`src/rtl/lut_1596_pkg.sv`:
```
// Shared types and constants for the lut_1596 family: FSM state encoding,
// code/count widths and the reference truth table of lut_1596.
package lut_1596_pkg;

    localparam int CODE_W = 4;
    localparam int CNT_W  = 5;

    // Bit k holds f(k); set for codes 4, 8 and 10.
    localparam logic [15:0] LUT_1596_TRUTH = 16'h0510;

    typedef enum logic [1:0] {
        IDLE = 2'd0,
        SCAN = 2'd1,
        EMIT = 2'd2,
        DONE = 2'd3
    } state_e;

endpackage

```
`src/rtl/lut_1596.sv`:
```
// Combinational lut_1596: 4-bit code in, 1-bit function value out.
module lut_1596 (
    input  logic [3:0] x_i,
    output logic       y_o
);

    always_comb begin
        y_o = 1'b0;
        case (x_i)
            4'd4, 4'd8, 4'd10: y_o = 1'b1;
            default:           y_o = 1'b0;
        endcase
    end

endmodule

```
`src/rtl/lut_1596_minterm_enum.sv`:
```
// Sweeps all 16 codes through lut_1596 and streams out, over valid/ready,
// every code whose output equals the requested target; reports the match count.
module lut_1596_minterm_enum
    import lut_1596_pkg::*;
(
    input  logic              clk,
    input  logic              rst_n,
    input  logic              start_i,
    input  logic              target_i,
    output logic [CODE_W-1:0] x_o,
    output logic              x_valid_o,
    input  logic              x_ready_i,
    output logic              busy_o,
    output logic              done_o,
    output logic [CNT_W-1:0]  count_o
);

    localparam logic [CODE_W-1:0] IDX_LAST = {CODE_W{1'b1}};

    state_e            state_q, state_d;
    logic [CODE_W-1:0] idx_q, idx_d;
    logic [CODE_W-1:0] x_q, x_d;
    logic [CNT_W-1:0]  cnt_q, cnt_d;
    logic              tgt_q, tgt_d;
    logic              y;

    lut_1596 u_lut (
        .x_i (idx_q),
        .y_o (y)
    );

    always_comb begin
        state_d = state_q;
        idx_d   = idx_q;
        x_d     = x_q;
        cnt_d   = cnt_q;
        tgt_d   = tgt_q;
        case (state_q)
            IDLE: begin
                if (start_i) begin
                    tgt_d   = target_i;
                    idx_d   = '0;
                    cnt_d   = '0;
                    state_d = SCAN;
                end
            end
            SCAN: begin
                if (y == tgt_q) begin
                    x_d     = idx_q;
                    state_d = EMIT;
                end else if (idx_q == IDX_LAST) begin
                    state_d = DONE;
                end else begin
                    idx_d = idx_q + 4'd1;
                end
            end
            EMIT: begin
                // The last code ends the sweep here so idx never wraps to a second pass.
                if (x_ready_i) begin
                    cnt_d = cnt_q + 5'd1;
                    if (idx_q == IDX_LAST) begin
                        state_d = DONE;
                    end else begin
                        idx_d   = idx_q + 4'd1;
                        state_d = SCAN;
                    end
                end
            end
            DONE: begin
                state_d = IDLE;
            end
            default: begin
                state_d = IDLE;
            end
        endcase
    end

    always_ff @(posedge clk) begin
        if (!rst_n) begin
            state_q <= IDLE;
            idx_q   <= '0;
            x_q     <= '0;
            cnt_q   <= '0;
            tgt_q   <= 1'b0;
        end else begin
            state_q <= state_d;
            idx_q   <= idx_d;
            x_q     <= x_d;
            cnt_q   <= cnt_d;
            tgt_q   <= tgt_d;
        end
    end

    assign x_o       = x_q;
    assign x_valid_o = (state_q == EMIT);
    assign busy_o    = (state_q != IDLE);
    assign done_o    = (state_q == DONE);
    assign count_o   = cnt_q;

endmodule

```
`config.mk`:
```
export PLATFORM = sky130hd
export DESIGN_NAME = lut_1596_minterm_enum
export DESIGN_NICKNAME = d
export VERILOG_FILES = /design/src/rtl/lut_1596_pkg.sv /design/src/rtl/lut_1596.sv /design/src/rtl/lut_1596_minterm_enum.sv
export SDC_FILE = /design/constraint.sdc
export NUM_CORES = 1
export LEC_CHECK = 0
export CAP_MARGIN = 10
export CORE_ASPECT_RATIO = 1.4
export CORE_MARGIN = 1.5
export CORE_UTILIZATION = 25
export CTS_CLUSTER_SIZE = 30
export DETAILED_ROUTE_END_ITERATION = 8
export DONT_BUFFER_PORTS = 1
export SLEW_MARGIN = 20
export SYNTH_ARGS = -nofsm -noshare
export SYNTH_HDL_FRONTEND = slang
export SYNTH_SLANG_ARGS = --single-unit
```
`constraint.sdc`:
```
create_clock -name clk -period 1.7 [get_ports clk]
set_input_delay 0.255 -clock clk [delete_from_list [all_inputs] [get_ports clk]]
set_output_delay 0.255 -clock clk [all_outputs]
set_load 0.005 [all_outputs]
```
==> results.yml, run 1 <==
run_status:
  status: "finished, final reports clean"
place:
  placed_cells: 154
  port_buffers: 0
  hpwl_mm: 1.58
  gp_congestion: 0.814
  dpl_worst_slack_ps: -4.12
global_route:
  grt_usage_pct: 10.2
  antenna_found_initial: 0
  grt_max_degree: 18
  grt_pass1_vias: 760
  grt_overflow: 0
  grt_pass1_wl_mm: 3.10
clock_network:
  cts_root_buf: "clkbuf_8"
  postCtsHoldBufs: 0
  htree_levels: 1
  path_clk_slew_ps: 60
  cts_buffers: 3
  cts_tree: "built"
  clk_latency_ps: 250
  cts_sinks: 16
  clockBufferDepth: 2
hold_path:
  hp-class: "input port to flip-flop"
  min_to: "count_o[0]"
  whs_path_depth: 1
  hp-start: "rst_n"
critical_path:
  worstReg2RegEnd: "state_q[0]"
  reg2reg_depth: 7
  arrival_ps: 1770
  cp-end-kind: "flip-flop"
  crit_required_ps: 1850
  cp_max_fo: 3
  r2r_slack_ps: 70
  worst_setup_path_start_kind: "flip-flop"
  reg2reg_from: "idx_q[0]"
  crit_type: "flip-flop to flip-flop"
final_layout:
  mostFrequentLayoutCell: "dfxtp_1"
  fill_cells: 387
  n_antenna_cell: 0
  mostFrequentLayoutCells: "12 x dfxtp_1, 10 x nand2_1, 9 x nor2_1"
  drive_gt1_share_pct: 30.2
  num-nets-final: 131
  area_delta_synth_final_pct: 25.2
  final_cells: 158
timing:
  finClkSkew_ps: 1.31
  whs_ps: 118
  max_slew_margin_pct: 76.5
  fin_ws_ps: 72.3
  finalHoldViolations: 0
  fmax_ghz: 0.614
  maxSlewViolCount: 0
  finalCritPeriodShare_pct: 95.7
  finalCriticalPeriod_ps: 1630
  worstMarginPinSlew_ps: 352
  rsz0062_at_grt: "no"
  finalSetupViolations: 0
floorplan:
  dieWidth_um: 55.0
  die_y_um: 75.8
  num_rows: 26
  core_area_sq_um: 3640
  initial_core_util_pct: 26.0
  io_pins: 17
  dieArea_sq_um: 4170
synthesis:
  syn-num-nets: 121
  ys_types: 33
  ys_warn_count: 0
  avgSynthCellArea_sq_um: 8.85
  seq_area_frac_synth_pct: 33.8
  synthCells: 107
  syn_area_sq_um: 947
  ys_seq_elements: 16
detailed_routing:
  wl_met3_um: 160
  post-route-drc-count: 0
  ant_nets: 0
  wl_met1_um: 796
  via_count: 793
  drtIter0Drc: 11
  drtPass1Iterations: 4
  post_drt_wl_per_cell_um: 13.1
  dr.max_layer_used: "met4"
  met2_length_mm: 1.06
  routed_wl_mm: 2.07
  viasPerCell: 5.02
flow_run:
  cap_violations: 0
power_and_ir_drop:
  combPwrFrac_pct: 48.4
  power_mw: 1.58
  power.internal_mw: 0.988
  p_clk_share_pct: 21.8
  power.share.sequential_pct: 29.8
  peakVddDrop_uv: 573
  p_sw_mw: 0.595
  p_sw_share_pct: 37.6
  total_leakage_power_nw: 0.433
  cellPowerDensity_nw_per_um2: 1330
[synthesized netlist by cell type]
| cell type | instances | area, sq um |
|---|---|---|
| clkbuf_1 | 1 | 3.75 |
| nand3_1 | 4 | 20.0 |
| nor2b_1 | 5 | 31.3 |
| o221a_2 | 2 | 22.5 |
| nor2_1 | 10 | 37.5 |
| mux2i_1 | 5 | 50.1 |
| xor2_1 | 3 | 26.3 |
| a21oi_1 | 1 | 5.00 |
| o21ai_1 | 1 | 5.00 |
| o21ai_0 | 3 | 15.0 |
| buf_4 | 1 | 7.51 |
| o22ai_1 | 3 | 18.8 |
| a211oi_1 | 1 | 7.51 |
| o2111a_1 | 1 | 11.3 |
| a31oi_1 | 2 | 12.5 |
| o2bb2ai_1 | 1 | 8.76 |
| and3_1 | 1 | 6.26 |
| inv_1 | 11 | 41.3 |
| a21boi_0 | 2 | 15.0 |
| a2111o_1 | 1 | 11.3 |
| o21a_1 | 1 | 7.51 |
| o21ai_2 | 1 | 8.76 |
| o21a_4 | 1 | 15.0 |
| xnor2_2 | 1 | 16.3 |
| nand3b_2 | 1 | 11.3 |
| ha_1 | 9 | 113 |
| o2111ai_1 | 1 | 8.76 |
| nand4_1 | 4 | 25.0 |
| or3_1 | 1 | 6.26 |
| nand2_1 | 10 | 37.5 |
| and2_1 | 1 | 6.26 |
| o2111ai_2 | 1 | 15.0 |
| dfxtp_1 | 16 | 320 |
[sequential cells by signal, summed over array words and instances, names as in the netlist]
name and flops:
state_q 2, x_o 4, tgt_q 1, idx_q 4, count_o 5
[cell families after synthesis]
logic type	count (synthesis)	share of synthesized area, %
multiplexers	5	5.28
buffers and inverters	13	5.55
flip-flops	16	33.8
adder cells (fa/ha/maj)	9	11.9
AO/OA/AOI/OAI	23	19.8
XOR/XNOR	4	4.49
AND/OR/NAND/NOR	37	19.2
[worst max path at each step]
stage | cells after the start | slack [ps] | end | startpoint
finish | 7 | 70 | state_q[0] | idx_q[0]
CTS | 5 | 4 | idx_q[2] | state_q[1]
global route | 5 | 10 | state_q[0] | idx_q[2]
global placement | 7 | 50 | state_q[0] | idx_q[0]
floorplan | 7 | -10 | count_o[3] | state_q[0]
detailed placement | 7 | -4 | state_q[0] | idx_q[0]
[critical path: stages (launching register included)]
cell and delay [ps]:
dfxtp_2 340, inv_4 80, ha_4 150, o21ai_4 60, o21a_4 220, xnor2_2 150
a2111o_1 370, o2111a_1 140
[layer usage]
metal	vias to the layer above	global-route usage, %
met2	20	18.7
li1	392	-
met4	0	5.69
met5	-	0
met1	376	9.88
met3	5	2.94
[through the flow]
stage          TNS (ps)  utilization, %  cell area, sq um
6_report              0            32.6              1190
5_1_grt               0            32.6              1190
4_1_cts               0            30.4              1110
3_5_place_dp      -4.12            28.8              1050
3_3_place_gp          0            28.8              1050
2_1_floorplan     -24.2               -               955
[layout make-up]
| cell class | instances | area [sq um] | area share, % |
|---|---|---|---|
| Inverter | 11 | 43.8 | 3.69 |
| Clock buffer | 4 | 55.1 | 4.64 |
| Multi-Input combinational cell | 78 | 654 | 55.2 |
| Sequential cell | 16 | 328 | 27.6 |
| Tap cell | 42 | 52.6 | 4.43 |
| Timing Repair Buffer | 7 | 52.6 | 4.43 |
[power groups by stage]
| stage | Sequential (mW) | Combinational, mW | Clock [mW] |
|---|---|---|---|
| floorplan | 0.469 | 0.440 | 0 |
| global placement | 0.460 | 0.609 | 0 |
| detailed placement | 0.463 | 0.630 | 0 |
| CTS | 0.457 | 0.638 | 0.353 |
| global route | 0.481 | 0.850 | 0.361 |
| finish | 0.472 | 0.766 | 0.345 |
[repair_timing]
| action | 4_1_cts | 5_1_grt |
|---|---|---|
| endpoints found under the setup margin | 2 | 9 |
| buffers inserted | 0 | 0 |
| pin swaps | 1 | 5 |
| gates resized for setup | 2 | 20 |
(Power assumes the default switching activity.)
==> run 2, diff against run 1 <==
Settings changed: CELL_PAD_IN_SITES_DETAIL_PLACEMENT from default to 1, CELL_PAD_IN_SITES_GLOBAL_PLACEMENT from default to 2, PLACE_DENSITY_LB_ADDON from default to 0.1.
==> results.yml, run 2 (synthesis results as in run 1) <==
power_and_ir_drop:
  cellPowerDensity_nw_per_um2: 1350
  total_leakage_power_nw: 0.481
  peakVddDrop_uv: 595
hold_path:
  whs_path_depth: 1
  hp-class: "input port to flip-flop"
  hp-start: "rst_n"
global_route:
  grt_usage_pct: 12.9
  grt_max_degree: 18
  grt_pass1_vias: 853
  grt_overflow: 0
  antenna_found_initial: 0
  grt_pass1_wl_mm: 3.79
critical_path:
  crit_required_ps: 1850
  cp_max_fo: 3
  arrival_ps: 1790
  crit_type: "flip-flop to flip-flop"
  reg2reg_depth: 7
  reg2reg_from: "idx_q[0]"
  cp-startpoint: "idx_q[0]"
  cp-end-kind: "flip-flop"
  worst_setup_path_start_kind: "flip-flop"
timing:
  whs_ps: 127
  finalSetupViolations: 0
  finalHoldViolations: 0
  finalCritPeriodShare_pct: 96.3
  worstMarginPinSlew_ps: 396
  finClkSkew_ps: 5.17
  fmax_ghz: 0.611
  fin_ws_ps: 63.2
  max_slew_margin_pct: 73.3
  maxSlewViolCount: 0
  finalCriticalPeriod_ps: 1640
clock_network:
  path_clk_slew_ps: 70
  cts_sinks: 16
  cts_tree: "built"
  cts_buffers: 3
  postCtsHoldBufs: 0
  clockBufferDepth: 2
  clk_latency_ps: 250
  htree_levels: 1
  cts_root_buf: "clkbuf_8"
floorplan:
  io_pins: 17
  initial_core_util_pct: 26.0
  dieWidth_um: 55.0
  core_area_sq_um: 3640
  num_rows: 26
  dieArea_sq_um: 4170
  die_y_um: 75.8
final_layout:
  mostFrequentLayoutCells: "16 x buf_4, 14 x dfxtp_1, 10 x nand2_1"
  design_area_sq_um: 1270
  area_delta_synth_final_pct: 33.7
  drive_gt1_share_pct: 34.1
  largest_reg_flops: 5
  num-nets-final: 141
  fill_cells: 435
  n_antenna_cell: 0
  mostFrequentLayoutCell: "buf_4"
  fin_util_pct: 34.8
run_status:
  status: "finished, final reports clean"
detailed_routing:
  routed_wl_mm: 2.44
  post-route-drc-count: 0
  drtIter0Drc: 10
  post_drt_wl_per_cell_um: 14.5
  ant_nets: 0
  viasPerCell: 4.93
  drtPass1Iterations: 4
  via_count: 829
flow_run:
  cap_violations: 0
place:
  hpwl_mm: 1.89
  gp_congestion: 0.699
  port_buffers: 0
  dpl_worst_slack_ps: -0.627
  place_area_sq_um: 1100
==> run 2: worst paths after layout <==
kind,slack [ps],endpoint
min,130,count_o[0]
min reg2reg,540,x_o[1]
max,60,state_q[0]
max reg2reg,60,state_q[0]
==> run 2: routing by layer <==
metal | wire length [um] | GRT usage (%)
met1 | 1050 | 14.2
met2 | 1270 | 23.0
met3 | 80 | 2.35
met4 | 46 | 6.50
met5 | 0 | 0
==> run 2: cell type report <==
class                      instances  area, sq um  share of cell area (%)
sequential                        16          325                    25.7
inverter                          11         43.8                    3.46
tap                               42         52.6                    4.15
multi-input combinational         78          658                    52.0
clock buffer                       4         55.1                    4.35
timing repair buffer              17          131                    10.4
==> run 2: timing repair <==
action / 4_1_cts / 5_1_grt
endpoints found under the setup margin: 3 / 11
pin swaps: 2 / 6
gates resized for setup: 2 / 19
setup buffers: 0 / 3
==> run 2: stage by stage <==
step                cells  power, mW  setup TNS (ps)
finish                168       1.72               0
detailed placement    161       1.22          -0.627
floorplan             107      0.908           -24.2
global route          168       1.85           -9.69
global placement      161       1.22               0
CTS                   165       1.58               0
==> run 2: worst max-delay path, cell delays in order (launching register included) <==
cell and delay [ps]:
dfxtp_2 340, inv_4 80, ha_4 160, o21ai_4 60
o21a_4 250, xnor2_2 150, a2111o_1 360, o2111a_1 140
==> run 2: report_power, final <==
part / switching, mW / internal (mW) / total (mW)
Clock: 0.139 / 0.206 / 0.345
Combinational: 0.460 / 0.448 / 0.909
Sequential: 0.0402 / 0.421 / 0.461
Total: 0.640 / 1.08 / 1.72
==> run 3, diff against run 2 <==
Settings changed: CORE_UTILIZATION 25 to 33.
==> results.yml, run 3 (synthesis results as in run 1) <==
final_layout:
  mostFrequentLayoutCells: "13 x dfxtp_1, 13 x buf_4, 10 x nand2_1"
  num-nets-final: 137
  n_antenna_cell: 0
  fin_util_pct: 45.6
  largest_reg_flops: 5
  drive_gt1_share_pct: 32.8
  area_delta_synth_final_pct: 28.5
detailed_routing:
  post-route-drc-count: 0
  via_count: 817
  routed_wl_mm: 2.27
  ant_nets: 0
  viasPerCell: 5.17
  drtPass1Iterations: 4
  drtIter0Drc: 3
  post_drt_wl_per_cell_um: 14.4
place:
  port_buffers: 0
  gp_congestion: 0.746
  hpwl_mm: 1.79
  dpl_worst_slack_ps: -29.6
timing:
  finalSetupViolations: 0
  max_slew_margin_pct: 75.2
  finalHoldViolations: 0
  maxSlewViolCount: 0
  whs_ps: 80.0
  finClkSkew_ps: 7.15
  worstMarginPinSlew_ps: 369
  finalCriticalPeriod_ps: 1650
  fin_ws_ps: 50.6
  rsz0062_at_grt: "no"
  finalCritPeriodShare_pct: 97.0
  fmax_ghz: 0.606
clock_network:
  cts_root_buf: "clkbuf_4"
  clockBufferDepth: 2
  postCtsHoldBufs: 0
  cts_tree: "built"
  htree_levels: 1
  path_clk_slew_ps: 110
  cts_buffers: 3
  clk_latency_ps: 300
  cts_sinks: 16
critical_path:
  cp-end-kind: "flip-flop"
  r2r_slack_ps: 50
  cp_max_fo: 3
  crit_required_ps: 1900
  worst_setup_path_start_kind: "flip-flop"
  crit_type: "flip-flop to flip-flop"
  reg2reg_depth: 7
  arrival_ps: 1850
  reg2reg_from: "idx_q[0]"
  worstReg2RegEnd: "state_q[0]"
hold_path:
  hp-class: "input port to flip-flop"
  hp-start: "rst_n"
  whs_path_depth: 1
  min_to: "count_o[0]"
floorplan:
  io_pins: 17
  dieArea_sq_um: 3210
  die_y_um: 66.4
  dieWidth_um: 48.3
  core_area_sq_um: 2670
  initial_core_util_pct: 35.5
  num_rows: 22
global_route:
  grt_overflow: 0
  antenna_found_initial: 0
  grt_pass1_vias: 799
  grt_usage_pct: 16.3
  grt_max_degree: 18
  grt_pass1_wl_mm: 3.49
run_status:
  status: "finished, final reports clean"
power_and_ir_drop:
  peakVddDrop_uv: 626
  cellPowerDensity_nw_per_um2: 1320
  total_leakage_power_nw: 0.458
  power_mw: 1.60
flow_run:
  cap_violations: 0
[run 3: routing by layer]
| layer | track usage, % | wire, um | up-vias |
|---|---|---|---|
| met5 | 0 | 0 | - |
| met4 | 11.1 | 65 | 0 |
| met3 | 4.64 | 102 | 4 |
| met2 | 27.1 | 1190 | 15 |
| met1 | 16.3 | 911 | 391 |
| li1 | - | - | 407 |
[run 3: layout make-up]
class / count / area [sq um]
fill: 326 / 1450
multi-input combinational: 78 / 666
sequential: 16 / 327
timing repair buffer: 13 / 97.6
inverter: 11 / 46.3
tap: 36 / 45.0
clock buffer: 4 / 36.3
[run 3: critical path, cell delays in order, from the launching register on]
cell      delay (ps)
dfxtp_2          350
inv_4             80
ha_4             160
o21ai_4           70
o21a_4           260
xnor2_4          140
a2111o_1         380
o2111a_1         120
[run 3: repair_timing]
item	CTS	global route
resized for setup	5	18
buffers inserted	0	0
pin swaps	1	6
endpoints found under the setup margin	4	14
cloned	0	0
[run 3: through the flow]
| stage | TNS, ps | std cells | area [sq um] |
|---|---|---|---|
| floorplan | -24.2 | 107 | 955 |
| global placement | 0 | 154 | 1090 |
| detailed placement | -29.6 | 154 | 1090 |
| CTS | -3.18 | 158 | 1150 |
| global route | 0 | 158 | 1220 |
| finish | 0 | 158 | 1220 |
[run 3: worst max path at each step]
stage,start,to,cells past startpoint
2_1_floorplan,state_q[0],count_o[3],7
3_3_place_gp,state_q[1],idx_q[2],5
3_5_place_dp,idx_q[0],state_q[0],7
4_1_cts,idx_q[0],state_q[0],7
5_1_grt,idx_q[0],state_q[0],7
6_report,idx_q[0],state_q[0],7
[run 3: power breakdown]
group / switching [mW] / internal, mW / total, mW
clock network: 0.136 / 0.131 / 0.266
logic: 0.435 / 0.429 / 0.864
registers: 0.0483 / 0.423 / 0.471
